## config.mk

```make
export PLATFORM = sky130hd
export DESIGN_NAME = spec_bram_writer
export DESIGN_NICKNAME = d
export VERILOG_FILES = /design/src/rtl/spec_bram_writer.sv
export SDC_FILE = /design/constraint.sdc
export NUM_CORES = 1
export LEC_CHECK = 0
export BUFFER_PORTS_ARGS = -buffer_cell sky130_fd_sc_hd__clkbuf_2
export CORE_MARGIN = 2
export CORE_UTILIZATION = 52
export CTS_BUF_LIST = sky130_fd_sc_hd__clkbuf_2 sky130_fd_sc_hd__clkbuf_4 sky130_fd_sc_hd__clkbuf_8
export DETAILED_ROUTE_END_ITERATION = 12
export HOLD_SLACK_MARGIN = 0.08
export PLACE_DENSITY = 0.95
export RECOVER_POWER = 25
export REMOVE_ABC_BUFFERS = 1
export SYNTH_ARGS = -nofsm -noshare
export SYNTH_HDL_FRONTEND = slang
export SYNTH_SLANG_ARGS = --single-unit
```

## constraint.sdc

```tcl
create_clock -name clk -period 4.4 [get_ports clk]
set_input_delay 0.44 -clock clk [delete_from_list [all_inputs] [get_ports clk]]
set_output_delay 0.44 -clock clk [all_outputs]
set_load 0.1 [all_outputs]
```

## src/rtl/spec_bram_writer.sv

```systemverilog
// Frame-aligned FFT spectrum capture into BRAM port A: waits for a frame boundary,
// writes one FRAME_LEN-bin frame, then holds until disarmed.
module spec_bram_writer #(
    parameter int unsigned DATA_W    = 32,
    parameter int unsigned ADDR_W    = 10,
    parameter int unsigned FRAME_LEN = 1024
) (
    input  logic              clk,
    input  logic              rst,
    input  logic              arm,
    input  logic [DATA_W-1:0] s_tdata,
    input  logic              s_tvalid,
    input  logic              s_tlast,
    output logic              s_tready,
    output logic              bram_en,
    output logic              bram_we,
    output logic [ADDR_W-1:0] bram_addr,
    output logic [DATA_W-1:0] bram_din,
    output logic [31:0]       status,
    output logic              busy,
    output logic              done,
    output logic              frame_err
);

    typedef enum logic [1:0] {
        IDLE,
        SYNC,
        CAPTURE,
        DONE
    } state_t;

    localparam logic [ADDR_W:0] LAST_IDX = (ADDR_W+1)'(FRAME_LEN - 1);

    state_t              state_q, state_d;
    logic [ADDR_W:0]     cnt_q, cnt_d;
    logic                we_q, we_d;
    logic [ADDR_W-1:0]   addr_q, addr_d;
    logic [DATA_W-1:0]   din_q, din_d;
    logic                err_q, err_d;

    always_ff @(posedge clk) begin
        if (rst) begin
            state_q <= IDLE;
            cnt_q   <= '0;
            we_q    <= 1'b0;
            addr_q  <= '0;
            din_q   <= '0;
            err_q   <= 1'b0;
        end else begin
            state_q <= state_d;
            cnt_q   <= cnt_d;
            we_q    <= we_d;
            addr_q  <= addr_d;
            din_q   <= din_d;
            err_q   <= err_d;
        end
    end

    always_comb begin
        state_d = state_q;
        cnt_d   = cnt_q;
        we_d    = 1'b0;
        addr_d  = addr_q;
        din_d   = din_q;
        err_d   = err_q;

        case (state_q)
            IDLE: begin
                if (arm) begin
                    state_d = SYNC;
                    cnt_d   = '0;
                    err_d   = 1'b0;
                end
            end
            SYNC: begin
                if (!arm) begin
                    state_d = IDLE;
                end else if (s_tvalid && s_tlast) begin
                    state_d = CAPTURE;
                end
            end
            CAPTURE: begin
                if (s_tvalid) begin
                    // Aligned only when tlast coincides exactly with the last bin index.
                    if (s_tlast == (cnt_q == LAST_IDX)) begin
                        we_d   = 1'b1;
                        addr_d = cnt_q[ADDR_W-1:0];
                        din_d  = s_tdata;
                        cnt_d  = cnt_q + (ADDR_W+1)'(1);
                        if (s_tlast) begin
                            state_d = DONE;
                        end
                    end else begin
                        err_d   = 1'b1;
                        cnt_d   = '0;
                        state_d = s_tlast ? CAPTURE : SYNC;
                    end
                end
                // Abort overrides the next state but the accepted beat above still writes.
                if (!arm) begin
                    state_d = IDLE;
                end
            end
            DONE: begin
                if (!arm) begin
                    state_d = IDLE;
                end
            end
            default: state_d = IDLE;
        endcase

        if (state_d == IDLE && state_q != IDLE) begin
            err_d = 1'b0;
        end
    end

    assign s_tready  = 1'b1;
    assign bram_en   = we_q;
    assign bram_we   = we_q;
    assign bram_addr = addr_q;
    assign bram_din  = din_q;
    assign status    = 32'(cnt_q);
    assign busy      = (state_q == SYNC) || (state_q == CAPTURE);
    assign done      = (state_q == DONE);
    assign frame_err = err_q;

endmodule

```

==> metrics.yaml, run 1 <==
run_status:
  status: "complete, no violations"
global_routing:
  antenna_found_initial: 0
  grt.overflow.total: 0
  track_usage_pct: 24.21
  grt_pass1_wl_microns: 11540
  grt_max_degree: 57
  grt_pass1_vias: 2460
final_layout:
  final_layout_size_suffix_gt1_share_pct: 21.60
  diodes: 0
  final_common_cell: "clkbuf_2"
  area_delta_synth_final_pct: 20.53
  layout_common_cells: "66 x clkbuf_2, 57 x dfxtp_1, 50 x o21ai_0, 45 x nand4_1, 42 x a21oi_1"
  multi_input_area_sq_um: 1381
  seq_area_sq_um: 1141
  nNetsFinal: 449
  fill_cells: 455
worst_setup_path:
  worst-path-max-fanout: 50
  end_kind: "flip-flop"
  startpoint_type: "flip-flop"
  path_class: "reg -> reg"
  arrival_ps: 3560
  cp.required_ps: 4640
route:
  first_iter_violations: 273
  firstDrtPassIters: 5
  via_per_inst: 5.807
  vias: 2799
  route.detailed.drc: 0
  wl_microns: 7317
  wl_per_cell_microns: 15.18
  detail-route-antenna-nets: 0
power_and_ir_drop:
  finalPower_mw: 1.246
  p_leak_nw: 1.251
  p_per_area_nw_per_um2: 376.1
  vdd_drop_max_v: 0.0002292
synthesis:
  ys_types: 42
  yosys.area.top_type: "dfxtp_1"
  ys_warn_count: 0
  syn_area_sq_um: 2749
  ys_seq_area_share_pct: 41.51
  netlist_instances: 333
  synth.top_cell.area_share_pct: 41.51
  avgSynthCellArea_sq_um: 8.255
  synth.area.top_cells: "dfxtp_1 42%, nand4_1 10%, o21ai_0 9.1%"
  ys_ff_latch: 57
timing:
  max_freq_mhz: 301.2
  rsz0062_at_grt: "false"
  slew_headroom_pct: 19.80
  setup_viol: 0
  worst_slew_pin_slew_ps: 1208
  min_period_ps: 3320
  hold_viol: 0
  period_share_pct: 75.45
  drv_slew: 0
  setup_tns_ps: 0
  fin_worst_skew_ps: 6.302
die:
  row_count: 26
  die_w_microns: 76.71
  ios: 117
  coreArea_sq_um: 5107
  die_h_microns: 76.71
  initial_core_util_pct: 53.82
  dieArea_sq_um: 5884
clock_tree:
  clk_path_buf_depth: 2
  cts_tree: "yes"
  cts_sinks: 57
  cts_buffers: 9
  clk_pin_slew_ps: 60
  cts_resized: 0
  cts_root_buf: "clkbuf_8"
  postCtsSetupBuffers: 0
  ctsHoldBuffers: 0
  htree_levels: 3
  clkLatencyLatePin_ps: 340
placed_design:
  port_buffers: 94
  gp_congestion: 0.8335
  dp_hpwl_microns: 4487
hold_path:
  min_path_type: "in -> reg"
run:
  cap_violations: 0
-- where the power goes --
part | internal (mW) | switching (mW) | total, mW | leakage, nW
clock | 0.369 | 0.201 | 0.570 | 0.121
sequential | 0.517 | 0.00122 | 0.518 | 0.459
combinational | 0.0220 | 0.136 | 0.158 | 0.670
total | 0.908 | 0.338 | 1.25 | 1.25
-- cell families after synthesis --
kind of cell	after synthesis	synth area share [%]
simple gates	94	20.03
xor+xnor	8	2.822
mux	3	1.138
compound gates	106	20.62
buf+inv	58	11.33
fa+ha+maj	5	2.276
flops	57	41.51
other cells	2	0.2732
-- layer usage --
| layer | GRT usage, % | share of wire (%) | up-vias |
|---|---|---|---|
| met4 | 11.45 | 1.8 | 0 |
| met5 | 0 | 0 | - |
| met3 | 6.235 | 10 | 17 |
| li1 | - | - | 1322 |
| met2 | 38.86 | 48 | 171 |
| met1 | 30.36 | 40 | 1289 |
-- area by class of cell --
| cell class | count | share of cell area, % |
|---|---|---|
| repair buffers | 96 | 13.60 |
| flip-flops and latches | 57 | 34.44 |
| inverters | 5 | 0.5665 |
| clock buffers | 14 | 5.249 |
| clock inverters | 2 | 1.813 |
| well taps | 70 | 2.644 |
| multi-input cells | 238 | 41.69 |
-- Yosys cell counts --
cell / instances
o21bai_1: 1
clkbuf_1: 17
nand3_1: 3
nor4_4: 1
conb_1: 2
or3_1: 1
nand4b_1: 1
inv_1: 5
buf_1: 7
xor2_2: 1
o211ai_1: 2
a221oi_1: 1
and2_1: 1
and4b_1: 1
clkbuf_2: 3
a21oi_1: 42
o21ai_0: 50
o22ai_1: 3
a2bb2oi_1: 1
nor4_1: 1
buf_4: 23
mux2i_1: 2
o41ai_1: 1
a41oi_1: 1
mux2_2: 1
a22oi_1: 1
nor2b_1: 6
ha_1: 5
o2111ai_1: 1
nor3_1: 5
nand4_1: 45
nor2_1: 15
dfxtp_1: 57
nand2b_1: 6
and4_1: 1
buf_2: 3
nand3b_1: 1
o31ai_1: 1
xor2_1: 4
nand2_1: 6
a31oi_1: 1
xnor2_1: 3
-- metrics by stage --
step	setup WS, ps	hold slack [ps]	cells	utilization, %	area (sq um)
2_1_floorplan	758.6	509.1	300	-	2531
3_3_place_gp	1513	458.4	466	60.98	3114
3_5_place_dp	1390	466.3	466	60.98	3114
4_1_cts	1221	323.1	482	65.56	3348
5_1_grt	929.7	327.8	482	64.87	3313
6_report	1080	335.0	482	64.87	3313
-- state kept, by name (all words and copies together) (netlist names) --
signal	flops
bram_en	1
cnt_q	11
state_q	2
bram_din	32
bram_addr	10
frame_err	1
-- critical path, stage by stage, from the launching register on --
cell,delay (ps)
dfxtp_1,350
inv_1,100
ha_2,820
nand2_1,970
nor4_1,600
o21ai_0,210
a21oi_1,170
-- worst paths after layout --
path                 from           end  slack [ps]  depth (start not counted)
max            state_q[0]     cnt_q[10]        1080                          6
min           s_tdata[22]  bram_din[22]         330                          3
max reg2reg    state_q[0]     cnt_q[10]        1080                          6
min reg2reg  bram_din[11]  bram_din[11]         470                          2
Power figures use the tool's default switching activity.
==> run 2, diff against run 1 <==
ABC_AREA = 1   (was unset)
CORE_UTILIZATION = 43   (was 52)
PLACE_DENSITY = 0.88   (was 0.95)
clock period = 3 ns   (was 4.4 ns; I/O delays follow)
==> run 2 against run 1 <==
Net effect:
- sequential power is 47% higher
- clock skew shrank 1.7 ps
- synthesized area decreased by 8.1%
- flip-flop and latch count is the same
- non-clock buffer count unchanged
- clock-buffer cell count fell by 4
- synthesized cell count increased by 0.60%
- design area shrank 7.9%
- via count decreased by 16%
- largest power group is now sequential cells
==> metrics.yaml, run 2 <==
global_routing:
  grt-busiest-layer: "met2"
  grt_max_degree: 47
  grt_pass1_vias: 2139
  grtUsageMet2_pct: 30.25
  track_usage_pct: 18.35
  antenna_found_initial: 0
  grt_pass1_wl_microns: 9218
  met1_usage_pct: 21.06
  met3_usage_pct: 7.079
  grt.overflow.total: 0
synthesis:
  synth-edff-count: 0
  ys_seq_area_share_pct: 45.19
  synth_common_cells: "105 x nor2_1, 57 x dfxtp_1, 42 x o21ai_0, 28 x nand2_1, 24 x buf_4"
  yosys.area.top_type: "dfxtp_1"
  synth.area.top_cells: "dfxtp_1 45%, nor2_1 16%, o21ai_0 8.3%"
  ys_types: 28
  synth.top_cell.area_share_pct: 45.19
  netlist_instances: 335
  ys_warn_count: 0
  avgSynthCellArea_sq_um: 7.537
  ys_async_sr_fraction_pct: 0
  yosysMostFrequentCell: "nor2_1"
  synth_flop_cell: "dfxtp_1"
  syn_area_sq_um: 2525
  ys_ff_latch: 57
timing:
  fin_ws_ps: 888.5
  rsz0062_at_grt: "false"
  slew_headroom_pct: 20.88
  period_share_pct: 70.38
  worst_slew_pin_slew_ps: 1192
  hold_viol: 0
  min_period_ps: 2111
  fin_worst_skew_ps: 4.644
  setup_viol: 0
  setup_tns_ps: 0
  drv_slew: 0
  max_freq_mhz: 473.6
  timing.hold.ws_ps: 184.7
final_layout:
  largest_register_ffs: 32
  postLayoutCellArea_sq_um: 3053
  fill_cells: 563
  diodes: 0
  fin_cells: 503
  final_core_util_pct: 54.77
  layout_common_cells: "105 x nor2_1, 66 x clkbuf_2, 57 x dfxtp_1, 42 x o21ai_0"
  nNetsFinal: 468
  final_layout_size_suffix_gt1_share_pct: 21.58
  final_common_cell: "nor2_1"
  area_delta_synth_final_pct: 20.91
route:
  wl_per_cell_microns: 11.44
  first_iter_violations: 66
  detail-route-antenna-nets: 0
  wl_microns: 5752
  route.detailed.drc: 0
  firstDrtPassIters: 4
  vias: 2351
  via_per_inst: 4.674
clock_tree:
  clkLatencyLatePin_ps: 340
  cts_resized: 0
  cts_sinks: 57
  clk_pin_slew_ps: 60
  ctsHoldBuffers: 0
  postCtsSetupBuffers: 0
  cts_root_buf: "clkbuf_8"
  clk_path_buf_depth: 2
  cts_buffers: 9
  htree_levels: 3
  cts_tree: "yes"
worst_setup_path:
  startpoint_type: "flip-flop"
  arrival_ps: 2380
  cpMaxStageDelayCell: "dfxtp_1"
  path_class: "reg -> reg"
  path_cells: "ha_1, nand2_1, nor2_2, nand3_1, nand2_2, nand3_4, nor2_8, buf_4, o21ai_0, nor2_1"
  cp.required_ps: 3270
  worst-path-max-fanout: 24
  end_kind: "flip-flop"
  worst_path_largest_cell_delay_ps: 410
power_and_ir_drop:
  p_clk_share_pct: 39.0
  finalPower_mw: 1.586
  vdd_drop_max_v: 0.0003142
  p_per_area_nw_per_um2: 519.4
  seq_power_share_pct: 48.0
  internal-power_mw: 1.103
  swShare_pct: 30.47
  p_leak_nw: 1.509
  combPwrFrac_pct: 13.1
  power.switching_mw: 0.4831
die:
  ios: 117
  dieArea_sq_um: 6501
  initial_core_util_pct: 45.30
  die_h_microns: 80.63
  row_count: 27
  die_w_microns: 80.63
  coreArea_sq_um: 5574
run:
  cap_violations: 0
placed_design:
  dp_hpwl_microns: 4042
  placed_area_sq_um: 2917
  dp.cells: 487
  gp_congestion: 0.8642
  port_buffers: 94
  place_ws_ps: 920.1
hold_path:
  min_path_type: "in -> reg"
run_status:
  status: "complete, no violations"
[run 2: cell count changes in the layout (fill, tap and decap cells not counted), sizes merged, moves of 4 or more]
cell    change
nand2      +25
clkinv      +6
nor2b       -6
nand3       +8
nand2b      -6
nor3        -5
a21oi      -34
nor2       +94
inv        +13
nand4      -43
clkbuf      -4
[run 2: critical path: cells and delay by family (launching register included)]
family	cells	cell delay (ps)
AO/OA/AOI/OAI	1	100
flip-flops	1	410
adder cells (fa/ha/maj)	1	200
AND/OR/NAND/NOR	7	1000
buffers and inverters	1	300
[run 2: cell type report]
class / instances / area (sq um) / share of cell area, %
Clock buffer: 10 / 137.6 / 4.508
Clock inverter: 6 / 33.78 / 1.107
Inverter: 18 / 70.07 / 2.295
Multi-Input combinational cell: 244 / 1130 / 37.01
Sequential cell: 57 / 1141 / 37.38
Tap cell: 72 / 90.09 / 2.951
Timing Repair Buffer: 96 / 450.4 / 14.75
[run 2: routing by layer]
| metal | vias to the layer above | routed length (microns) |
|---|---|---|
| met5 | - | 0 |
| met2 | 102 | 2632 |
| met4 | 0 | 98 |
| met3 | 12 | 497 |
| li1 | 1210 | - |
| met1 | 1027 | 2523 |
[run 2: path summary, 6_finish.rpt]
check                                  start           end  slack (ps)  cells after the start
worst min register to register  bram_din[26]  bram_din[26]         510                      2
worst max-delay path                cnt_q[0]   bram_din[6]         890                     10
worst min-delay path             s_tdata[28]  bram_din[28]         180                      3
worst max register to register      cnt_q[0]   bram_din[6]         890                     10
[run 2: cell families after synthesis]
family                     Yosys count  share of synthesized area [%]
and+or+nand+nor                    155                          26.02
AOI/OAI and AO/OA                   60                          12.29
DFF                                 57                          45.19
buffers and inverters               54                          13.03
adders and majority gates            5                          2.478
xor gates and xnor gates             2                         0.6939
other                                2                         0.2974
[run 2: power by group through the flow]
stage / Clock, mW / Sequential, mW / Combinational (mW)
2_1_floorplan: 0 / 0.784 / 0.162
3_3_place_gp: 0 / 0.777 / 0.205
3_5_place_dp: 0 / 0.778 / 0.206
4_1_cts: 0.637 / 0.761 / 0.207
5_1_grt: 0.671 / 0.760 / 0.218
6_report: 0.618 / 0.761 / 0.207
==> run 3, diff against run 2 <==
ABC_AREA = 0   (was 1)
CORE_UTILIZATION = 49   (was 43)
PLACE_DENSITY = 0.92   (was 0.88)
clock period = 2 ns   (was 3 ns; I/O delays follow)
==> run 3 against run 2 <==
Net effect:
- the flow now finishes with violations (negative setup slack)
- register-to-register slack worse by 1000 ps
- sequential power increased by 50%
- design area is 25% higher
- critical endpoint is now bram_din[31]
==> metrics.yaml, run 3 (synthesis results as in run 1) <==
final_layout:
  final_layout_size_suffix_gt1_share_pct: 37.00
  postLayoutCellArea_sq_um: 3815
  final_common_cell: "clkbuf_2"
  diodes: 0
  layout_common_cells: "76 x clkbuf_2, 54 x dfxtp_1, 45 x nand4_1, 34 x a21oi_1, 25 x buf_4"
  area_delta_synth_final_pct: 38.78
  fin_cells: 518
  nNetsFinal: 484
  largest_register_ffs: 32
worst_setup_path:
  path_class: "reg -> reg"
  worst-path-max-fanout: 8
  r2r_slack_ps: -120
  path_cells: "ha_4, nand4_1, nor4_4, buf_4, xor2_4, buf_12, clkbuf_16, o21ai_2, a21oi_2"
  worst_path_largest_cell_delay_ps: 440
  startpoint_type: "flip-flop"
  end_kind: "flip-flop"
  arrival_ps: 2380
  cpMaxStageDelayCell: "nor4_4"
  cp.required_ps: 2260
timing:
  max_freq_mhz: 472.2
  hold_viol: 0
  fin_ws_ps: -117.8
  setup_viol: 43
  worst_slew_pin_slew_ps: 1201
  period_share_pct: 105.9
  min_period_ps: 2118
  drv_slew: 0
  slew_headroom_pct: 20.25
  rsz0062_at_grt: "true"
  fin_worst_skew_ps: 6.407
placed_design:
  gp_congestion: 0.8859
  placed_area_sq_um: 3272
  dp_hpwl_microns: 5030
  dp.cells: 487
  port_buffers: 94
run_status:
  status: "finished, violations left"
  violations: "negative setup slack"
clock_tree:
  htree_levels: 3
  clkLatencyLatePin_ps: 330
  clk_path_buf_depth: 2
  cts_root_buf: "clkbuf_8"
  clk_pin_slew_ps: 70
  cts_buffers: 9
  cts_tree: "yes"
  ctsHoldBuffers: 0
  cts_sinks: 57
route:
  route.detailed.drc: 0
  detail-route-antenna-nets: 0
  wl_microns: 8121
  vias: 3005
  first_iter_violations: 277
  firstDrtPassIters: 4
  wl_per_cell_microns: 15.68
  via_per_inst: 5.801
die:
  die_h_microns: 78.90
  ios: 117
  row_count: 27
  initial_core_util_pct: 50.23
  coreArea_sq_um: 5473
  die_w_microns: 78.90
  dieArea_sq_um: 6225
power_and_ir_drop:
  vdd_drop_max_v: 0.0004043
  power.switching_mw: 0.7736
  p_clk_share_pct: 39.3
  internal-power_mw: 1.788
  swShare_pct: 30.20
  p_leak_nw: 1.500
  combPwrFrac_pct: 16.2
  finalPower_mw: 2.561
  p_per_area_nw_per_um2: 671.4
  seq_power_share_pct: 44.5
global_routing:
  grt_pass1_wl_microns: 11430
  antenna_found_initial: 0
  grt_max_degree: 43
  track_usage_pct: 23.30
  grt.overflow.total: 0
  grt_pass1_vias: 2452
run:
  cap_violations: 0
hold_path:
  min_path_type: "in -> reg"
run 3: cell types whose count changed in the layout (fill, tap and decap cells not counted), sizes merged, moves of 8 or more:
cell and change:
a21oi +34, buf +31, inv -13, nand2 -25, nand3 -8, nand4 +43, nor2 -94
run 3: critical path: cells and delay by family (launching register included):
kind | cells | cell delay [ps]
adder cells (fa/ha/maj) | 1 | 140
AO/OA/AOI/OAI | 2 | 210
buffers and inverters | 3 | 550
XOR/XNOR | 1 | 180
flip-flops | 1 | 360
AND/OR/NAND/NOR | 2 | 610
run 3: final cells by class:
cell class                 instances  area (sq um)
multi-input combinational        238          1516
fill                             443          1658
tap                               72         90.09
clock buffer                      13         172.7
clock inverter                     2         12.51
sequential                        57          1145
timing repair buffer             131         859.6
inverter                           5         18.77
run 3: power by group through the flow:
stage	logic, mW	registers, mW	clock network [mW]
final	0.416	1.14	1.01
after global routing	0.431	1.14	1.07
after CTS	0.355	1.14	1.02
after detailed placement	0.354	1.17	0
after global placement	0.352	1.16	0
after floorplan	0.246	1.17	0
run 3: timing repair:
action | CTS | global route
gates resized for setup | 0 | 78
pin swaps | 0 | 50
setup buffers | 2 | 7
gates cloned | 0 | 7
endpoints found under the setup margin | 5 | 48
run 3: metal layers:
layer  track usage (%)  vias up  routed length [microns]
met5                 0        -                        0
met4             8.621        0                      106
met3             7.955       13                      722
met2             38.55      183                     3975
met1             28.13     1413                     3317
li1                  -     1396                        -
run 3: final timing paths:
check / cells after the start / endpoint / startpoint
setup reg to reg: 9 / bram_din[31] / cnt_q[0]
setup / recovery: 9 / bram_din[31] / cnt_q[0]
hold reg to reg: 2 / bram_din[2] / bram_din[2]
hold / removal: 3 / bram_din[25] / s_tdata[25]
run 3: metrics by stage:
stage / worst slack, ps / utilization (%) / hold WS (ps) / TNS, ps
finish: -117.8 / 69.71 / 104.7 / -3491
global route: -214.8 / 69.71 / 94.75 / -8013
CTS: 77.31 / 63.44 / 87.69 / 0
detailed placement: 48.02 / 59.79 / 448.4 / 0
global placement: 121.4 / 59.79 / 439.1 / 0
floorplan: -1641 / - / 269.1 / -65580
